--- src/rtl/mac_dot_seq.sv ---
// Sequencer/accumulator wrapped around the 4-lane mac_wrapper: stages one chunk per
// cycle onto the lane operands, feeds the running sum back and emits one result per vector.
module mac_dot_seq #(
  parameter int unsigned bw      = 4,
  parameter int unsigned psum_bw = 16,
  parameter int unsigned len_bw  = 10
) (
  input  logic                 clk,
  input  logic                 reset_n,
  input  logic                 i_in_valid,
  output logic                 o_in_ready,
  input  logic [4*bw-1:0]      i_x_in,
  input  logic [4*bw-1:0]      i_w_in,
  input  logic                 i_in_last,
  output logic [bw-1:0]        o_x0,
  output logic [bw-1:0]        o_x1,
  output logic [bw-1:0]        o_x2,
  output logic [bw-1:0]        o_x3,
  output logic [bw-1:0]        o_w0,
  output logic [bw-1:0]        o_w1,
  output logic [bw-1:0]        o_w2,
  output logic [bw-1:0]        o_w3,
  output logic [psum_bw-1:0]   o_psum_in,
  input  logic [psum_bw-1:0]   i_mac_out,
  output logic                 o_out_valid,
  input  logic                 i_out_ready,
  output logic [psum_bw-1:0]   o_out_data,
  output logic [len_bw-1:0]    o_out_count
);

  logic                r_s_valid;
  logic                r_s_last;
  logic [4*bw-1:0]     r_x;
  logic [4*bw-1:0]     r_w;
  logic [psum_bw-1:0]  r_acc;
  logic [len_bw-1:0]   r_cnt;
  logic                r_out_valid;
  logic [psum_bw-1:0]  r_out_data;
  logic [len_bw-1:0]   r_out_count;

  logic w_stall;
  logic w_accept;
  logic w_commit;
  logic w_commit_last;

  // Only a staged last chunk with an unconsumed result blocks progress.
  assign w_stall       = r_s_valid & r_s_last & r_out_valid & ~i_out_ready;
  assign w_accept      = i_in_valid & ~w_stall;
  assign w_commit      = r_s_valid & ~w_stall;
  assign w_commit_last = w_commit & r_s_last;

  always_ff @(posedge clk or negedge reset_n) begin
    if (!reset_n) begin
      r_s_valid   <= 1'b0;
      r_s_last    <= 1'b0;
      r_x         <= '0;
      r_w         <= '0;
      r_acc       <= '0;
      r_cnt       <= '0;
      r_out_valid <= 1'b0;
      r_out_data  <= '0;
      r_out_count <= '0;
    end else begin
      if (r_out_valid && i_out_ready) begin
        r_out_valid <= 1'b0;
      end
      if (w_commit) begin
        if (r_s_last) begin
          r_out_data  <= i_mac_out;
          r_out_count <= r_cnt + 1'b1;
          r_out_valid <= 1'b1;
          r_acc       <= '0;
          r_cnt       <= '0;
        end else begin
          r_acc <= i_mac_out;
          r_cnt <= r_cnt + 1'b1;
        end
      end
      if (!w_stall) begin
        if (w_accept) begin
          r_s_valid <= 1'b1;
          r_s_last  <= i_in_last;
          r_x       <= i_x_in;
          r_w       <= i_w_in;
        end else begin
          r_s_valid <= 1'b0;
        end
      end
    end
  end

  assign o_in_ready  = ~w_stall;
  assign o_x0        = r_x[0*bw +: bw];
  assign o_x1        = r_x[1*bw +: bw];
  assign o_x2        = r_x[2*bw +: bw];
  assign o_x3        = r_x[3*bw +: bw];
  assign o_w0        = r_w[0*bw +: bw];
  assign o_w1        = r_w[1*bw +: bw];
  assign o_w2        = r_w[2*bw +: bw];
  assign o_w3        = r_w[3*bw +: bw];
  assign o_psum_in   = r_acc;
  assign o_out_valid = r_out_valid;
  assign o_out_data  = r_out_data;
  assign o_out_count = r_out_count;

  // w_commit_last is folded into the result update above; kept named for readability.
  logic w_unused;
  assign w_unused = w_commit_last;

endmodule

--- config.mk ---
export PLATFORM = sky130hd
export DESIGN_NAME = mac_dot_seq
export DESIGN_NICKNAME = d
export VERILOG_FILES = /design/src/rtl/mac_dot_seq.sv
export SDC_FILE = /design/constraint.sdc
export NUM_CORES = 1
export LEC_CHECK = 0
export ABC_AREA = 1
export CAP_MARGIN = 20
export CORE_MARGIN = 2
export CORE_UTILIZATION = 41
export CTS_CLUSTER_DIAMETER = 60
export CTS_CLUSTER_SIZE = 16
export DETAILED_ROUTE_END_ITERATION = 8
export PLACE_DENSITY = 0.77
export SYNTH_ARGS = -nofsm -noshare
export SYNTH_HDL_FRONTEND = slang
export SYNTH_SLANG_ARGS = --single-unit
--- constraint.sdc ---
create_clock -name clk -period 1.2 [get_ports clk]
set_input_delay 0.12 -clock clk [delete_from_list [all_inputs] [get_ports clk]]
set_output_delay 0.12 -clock clk [all_outputs]
set_load 0.005 [all_outputs]
# After elaboration in Yosys (flattened, before gate mapping)
# Index checks and enable logic that the tools add are counted.
[op_classes]
muxes = 6
bitwise_logic = 7
addsub = 1
n_reduce_logical = 3
[op_table]
columns = ["cell", "count"]
rows = [
  ["$mux 16", 1],
  ["$add 10x1->10 const B", 1],
  ["$mux 10", 1],
  ["$and 1x1->1", 5],
  ["$mux 1", 4],
  ["$reduce_and 2->1", 2],
  ["$not 1->1", 2],
  ["$logic_and 1x1->1", 1],
]
[totals]
out_inout_bits = 76
in_bits = 53
elab_cells = 26
ff_bits = 87

# Longest topological paths before layout
# Gate-level depths: netlist (run 1).
[depth]
ltp_word = 6
depth_mapped = 8

# Worst setup path after synthesis (run 1)
# No wires, ideal clock.
[synth_path]
kind = "flip-flop to flip-flop"
start = "reg r_out_valid, in the netlist o_out_valid"
end = "reg r_acc[2], in the netlist o_psum_in[2]"
n_path_buf = 1
path_stages_with_launch = 8
setup_slack_ns = 0.013
arrival_ns = 1.061
required_time_ns = 1.074
path_cell_list = "dfrtp_1 > nand2_1 > nor2_4 > nor2_2 > inv_2 > buf_4 > nand2_1 > o21ai_0"
[synth_between]
elab_chain_len = 4
[synth_rtl]
columns = ["item", "line_no", "rtl"]
rows = [
  ["start: declaration", "37", "logic r_out_valid;"],
  ["start signal: assignment", "60", "r_out_valid <= 1'b0;"],
  ["start signal: assignment", "65", "r_out_valid <= 1'b0;"],
  ["start signal: assignment", "71", "r_out_valid <= 1'b1;"],
  ["$and 1x1->1 (2 in a row)", "47", "assign w_stall = r_s_valid & r_s_last & r_out_valid & ~i_out_ready;"],
  ["$not 1->1 (no line)", "-", ""],
  ["$and 1x1->1", "49", "assign w_commit = r_s_valid & ~w_stall;"],
  ["end signal: assignment", "75", "r_acc <= i_mac_out;"],
  ["end: declaration", "35", "logic [psum_bw-1:0] r_acc;"],
]
# No other way between the ends.
# A chain may end at the register's enable or synchronous reset.

# Worst setup path in the final report (run 1)
[layout_path]
start = "reg r_out_valid, in the netlist o_out_valid"
end = "reg r_out_data[0], in the netlist o_out_data[0]"
[layout_between]
elab_chain_len = 5
[layout_rtl]
columns = ["item", "line_no", "rtl"]
rows = [
  ["$and 1x1->1 (2 in a row)", "47", ""],
  ["$not 1->1 (no line)", "-", ""],
  ["$and 1x1->1", "49", ""],
  ["$reduce_and 2->1 (no line)", "-", ""],
  ["end signal: assignment", "69", "r_out_data <= i_mac_out;"],
  ["end: declaration", "38", "logic [psum_bw-1:0] r_out_data;"],
]
# No other way between the ends.

==> results of run 1 <==
## cell families after synthesis
| family | Yosys count | synth area share [%] |
|---|---|---|
| buffers and inverters | 47 | 6.698 |
| AOI/OAI and AO/OA | 44 | 8.271 |
| DFF | 87 | 59.47 |
| xor gates and xnor gates | 3 | 0.7178 |
| and+or+nand+nor | 205 | 24.50 |
| adders and majority gates | 1 | 0.3417 |
## worst max-delay path: stages (launching register included)
cell and delay, ns:
dfrtp_1 0.40, buf_4 0.15, a21oi_4 0.18, clkinv_4 0.12
buf_12 0.15, buf_16 0.14, nand2_2 0.06, o21ai_2 0.05
## timing repair
| item | CTS | global route |
|---|---|---|
| buffers inserted | 27 | 6 |
| gates resized for setup | 171 | 111 |
| pin swaps | 4 | 7 |
| endpoints found under the setup margin | 149 | 88 |
| hold buffers | 1 | 0 |
| hold endpoints to repair | 87 | 0 |
| cloned | 13 | 0 |
## stage by stage
stage | hold slack [ns] | std cells
after floorplan | -0.1756 | 387
after global placement | 0.1871 | 625
after detailed placement | 0.1940 | 625
after CTS | 0.3042 | 680
after global routing | 0.3200 | 684
final | 0.3190 | 684
## cells in the mapped netlist, types with 2 or more instances
library cell,n
buf_1,3
buf_2,5
buf_4,2
buf_6,7
dfrtp_1,87
inv_1,26
inv_2,3
nand2_1,133
nand2_2,16
nand3_1,45
nor2_1,5
nor2_4,2
o21ai_0,15
o21ai_1,7
o21ai_2,18
xor2_1,2
## metal layers
| metal | part of all wire, % | vias to the layer above | GRT usage (%) |
|---|---|---|---|
| li1 | - | 1600 | - |
| met1 | 39 | 1654 | 26.42 |
| met2 | 52 | 123 | 39.87 |
| met3 | 7.0 | 21 | 5.035 |
| met4 | 2.0 | 0 | 8.219 |
| met5 | 0 | - | 0 |
## flip-flops by register name, summed over array words and instances, names as in the netlist
name / flops
o_out_data: 16
r_s_last: 1
r_x: 16
o_psum_in: 16
r_cnt: 10
r_w: 16
r_s_valid: 1
o_out_count: 10
o_out_valid: 1
## worst max-delay path by stage
stage | startpoint | to | slack (ns) | depth (start not counted)
after floorplan | o_out_valid | o_psum_in[2] | 0.01 | 7
final | o_out_valid | o_out_data[0] | -0.15 | 7
after detailed placement | i_out_ready | r_x[11] | -0.30 | 10
after global routing | r_s_last | o_out_count[9] | -0.21 | 8
after CTS | o_out_valid | r_w[15] | -0.16 | 9
after global placement | i_out_ready | o_in_ready | -0.28 | 6
## final cells by class
| class | instances | area, um^2 |
|---|---|---|
| well taps | 108 | 135.1 |
| repair inverters | 3 | 38.79 |
| clock inverters | 3 | 17.52 |
| clock buffers | 13 | 158.9 |
| flip-flops and latches | 87 | 2178 |
| fillers | 648 | 2344 |
| repair buffers | 187 | 1968 |
| inverters | 30 | 127.6 |
| multi-input cells | 253 | 1710 |
## power breakdown
part,internal [mW],switching (mW),total [mW]
combinational,1.43,1.12,2.55
sequential,3.37,0.372,3.74
clock,0.862,1.03,1.90
==> flow_summary.ini, run 1 <==
[sta]
slew_violations = 0
tightest_slew_ns = 0.4677
max_freq_mhz = 741.7
fin_crit_sh_pct = 112.4
tns_ns = -8.465
finalHoldViolCount = 0
fin_ws_ns = -0.1483
finalSetupViolations = 87
fin_skew_ns = 0.005612
fin_crit_ns = 1.348
rsz0062_at_grt = true
max-slew-margin-rel_pct = 68.82

[final_layout]
post-route-util_pct = 73.00
layout_commonest_cell = dfrtp_1
antenna_cells = 0
drive_gt1_share_pct = 38.19
final_cell_area_um2 = 6335
final_nets = 625
synthToLayoutAreaGrowth_pct = 73.03
mostFrequentLayoutCells = dfrtp_1, nand2_2, dlygate4sd2_1

[clock_network]
worstSkewPairLatency_ns = 0.35
cts.path.max_buffers = 2
cts_buffers = 9
cts_root_buffer = clkbuf_8
clk_pin_slew_ns = 0.08
htree_levels = 3
cts_sinks = 87
cts_tree = yes

[global_routing]
grt_pass1_vias = 3566
grt_max_degree = 88
grt-ovfl-total = 0
grt_usage_pct = 22.36
grt_pass1_wl_um = 17220
antenna_found_initial = 0

[synthesis]
netlist_top_cells_area = dfrtp_1, nand2_1, nand3_1
syn_nets = 441
synth_enable_flop_cells = 0
yosysWarnings = 0
post_synth_inst_count = 387
seq_area_frac_synth_pct = 59.47
ys_seq_elements = 87
syn_avg_cell_area_um2 = 9.460
netlist_area_um2 = 3661
synth_ff_type = dfrtp_1
synth_area_leader_cell = dfrtp_1
async_reset_ff_share_pct = 100.0
ys_types = 27
synth_top_area_share_pct = 59.47

[drt]
vias = 3398
first_iter_violations = 115
first_pass_iters = 4
drc = 0
drt_wl_total_um = 10740
ant_nets = 0
wl_per_cell_um = 15.70
routed_via_density = 4.968

[floorplanning]
die-area_um2 = 9701
die_h_um = 98.50
rows = 34
core_area_um2 = 8678
io_pins = 129
die_x_um = 98.50
start_util_pct = 42.19

[power_and_ir_drop]
ir_drop_v = 0.0007133
cellPowerDensity_nw_per_um2 = 1293
leakage_nw = 3.265
power_mw = 8.191

[place]
dp_hpwl_um = 6220
post-place-ws_ns = -0.2965
portBuffers = 128
placement.cell_area_um2 = 5150
globalplace.congestion = 0.8462

[setup_path]
worstPathRequired_ns = 1.45
reg2regPathDepth = 7
path_class = flip-flop to flip-flop
start_kind = flip-flop
end_kind = flip-flop
crit_arrival_ns = 1.59
r2r_start = o_out_valid
crit_fanout = 7
reg2reg_slack_ns = -0.15
r2r_end = o_out_data[0]

[status]
violations = setup timing
status = finished with violations

[run]
max_cap_viol_count = 0

[hold_path]
hp-class = input port to async pin
No activity file was read; power rests on OpenSTA's default activity.
==> run 2, diff against run 1 <==
Settings changed: CORE_UTILIZATION 41 to 25, PLACE_DENSITY 0.77 to not set.
==> flow_summary.ini, run 2 (synthesized netlist as in run 1, its figures left out) <==
[final_layout]
synthToLayoutAreaGrowth_pct = 65.62
drive_gt1_share_pct = 28.62
mostFrequentLayoutCells = nand2_1, dfrtp_1, dlygate4sd2_1
layout.cells.non_filler = 750
layout_commonest_cell = nand2_1
final_nets = 615
final_cell_area_um2 = 6063
antenna_cells = 0

[global_routing]
grt_usage_pct = 13.41
antenna_found_initial = 0
grt_pass1_wl_um = 16750
grt_pass1_vias = 3266
grt-ovfl-total = 0
grt_max_degree = 51

[clock_network]
cts.path.max_buffers = 2
cts_tree = yes
worstSkewPairLatency_ns = 0.34
htree_levels = 3
cts_root_buffer = clkbuf_16
cts_sinks = 87
clk_pin_slew_ns = 0.06
cts_buffers = 9

[place]
placement.cell_area_um2 = 5248
dp_cells = 703
post-place-ws_ns = -0.3205
globalplace.congestion = 0.7422
dp_hpwl_um = 6842
portBuffers = 128

[setup_path]
worstPathRequired_ns = 1.43
cp_cell_sequence = buf_6 > nand2_4 > nor2_4 > inv_2 > buf_6 > nand2_8 > clkbuf_16 > nand2_2 > nand2_1
end_kind = flip-flop
cpPeakStageDelay_ns = 0.39
crit_top_cell = buf_6
path_delay_family = buffers and inverters
cp_slowest_cell = dfrtp_1
start_kind = flip-flop
crit_arrival_ns = 1.54
crit_fanout = 7
path_class = flip-flop to flip-flop
worst-path-buf-inv = 4

[sta]
rsz0062_at_grt = true
fin_skew_ns = 0.005176
tightest_slew_ns = 0.4486
finalHoldViolCount = 0
tns_ns = -5.078
fin_crit_sh_pct = 108.8
fin_ws_ns = -0.1053
max-slew-margin-rel_pct = 70.05
fin_crit_ns = 1.305
slew_violations = 0
finalSetupViolations = 85
max_freq_mhz = 766.1

[floorplanning]
die_x_um = 125.0
core_area_um2 = 14420
rows = 44
die_h_um = 125.0
die-area_um2 = 15630
start_util_pct = 25.38
io_pins = 129

[run]
max_cap_viol_count = 0

[drt]
first_iter_violations = 140
drc = 0
routed_via_density = 4.356
first_pass_iters = 4
vias = 3267
wl_per_cell_um = 14.08
ant_nets = 0
drt_wl_total_um = 10560

[status]
status = finished with violations
violations = setup timing

[power_and_ir_drop]
ir_drop_v = 0.0006379
leakage_nw = 3.123
cellPowerDensity_nw_per_um2 = 1490
power_mw = 9.033

[hold_path]
hp-class = input port to async pin
-- run 2: worst register-to-register path: stages (launching register included) --
cell and delay (ns):
dfrtp_1 0.39, buf_6 0.12, nand2_4 0.06, nor2_4 0.04, inv_2 0.09, buf_6 0.14
nand2_8 0.07, clkbuf_16 0.19, nand2_2 0.06, nand2_1 0.05
-- run 2: power by group --
part           internal [mW]  switching (mW)
combinational           1.26            1.01
sequential              3.37           0.324
clock                   1.89            1.17
-- run 2: layout make-up --
cell class / instances / area, um^2
inverters: 30 / 131.4
fillers: 1455 / 8361
multi-input cells: 253 / 1468
clock inverters: 6 / 93.84
flip-flops and latches: 87 / 2178
repair buffers: 177 / 1684
repair inverters: 3 / 38.79
well taps: 184 / 230.2
clock buffers: 10 / 239.0
-- run 2: path summary, 6_finish.rpt --
kind                             startpoint            end  slack [ns]  cells after the start
min in group clk                  i_x_in[4]         r_x[4]        0.33                      3
worst max register to register  o_out_valid         r_x[8]       -0.11                      9
worst min register to register       r_w[3]         r_w[3]        0.47                      2
max in group asynchronous           reset_n       r_cnt[4]        0.63                      3
worst min-delay path                reset_n  o_out_data[5]        0.30                      3
worst max-delay path            o_out_valid         r_x[8]       -0.11                      9
-- run 2: layer usage --
metal / GRT usage (%) / wire length, um / vias up
li1: - / - / 1590
met1: 17.67 / 4636 / 1558
met2: 20.65 / 5031 / 106
met3: 4.193 / 732 / 13
met4: 5.294 / 156 / 0
met5: 0 / 0 / -
-- run 2: stage by stage --
stage | utilization, % | hold slack [ns]
floorplan | - | -0.1756
global placement | 36.38 | 0.1096
detailed placement | 36.38 | 0.1140
CTS | 40.14 | 0.2929
global route | 42.04 | 0.3093
finish | 42.04 | 0.2976
-- run 2: repair_timing --
action | CTS | global route
hold buffers | 1 | 0
gates resized for setup | 120 | 60
endpoints found under the hold margin | 87 | 0
pin swaps | 4 | 2
endpoints found under the setup margin | 149 | 88
setup buffers | 20 | 4
gates cloned | 4 | 2
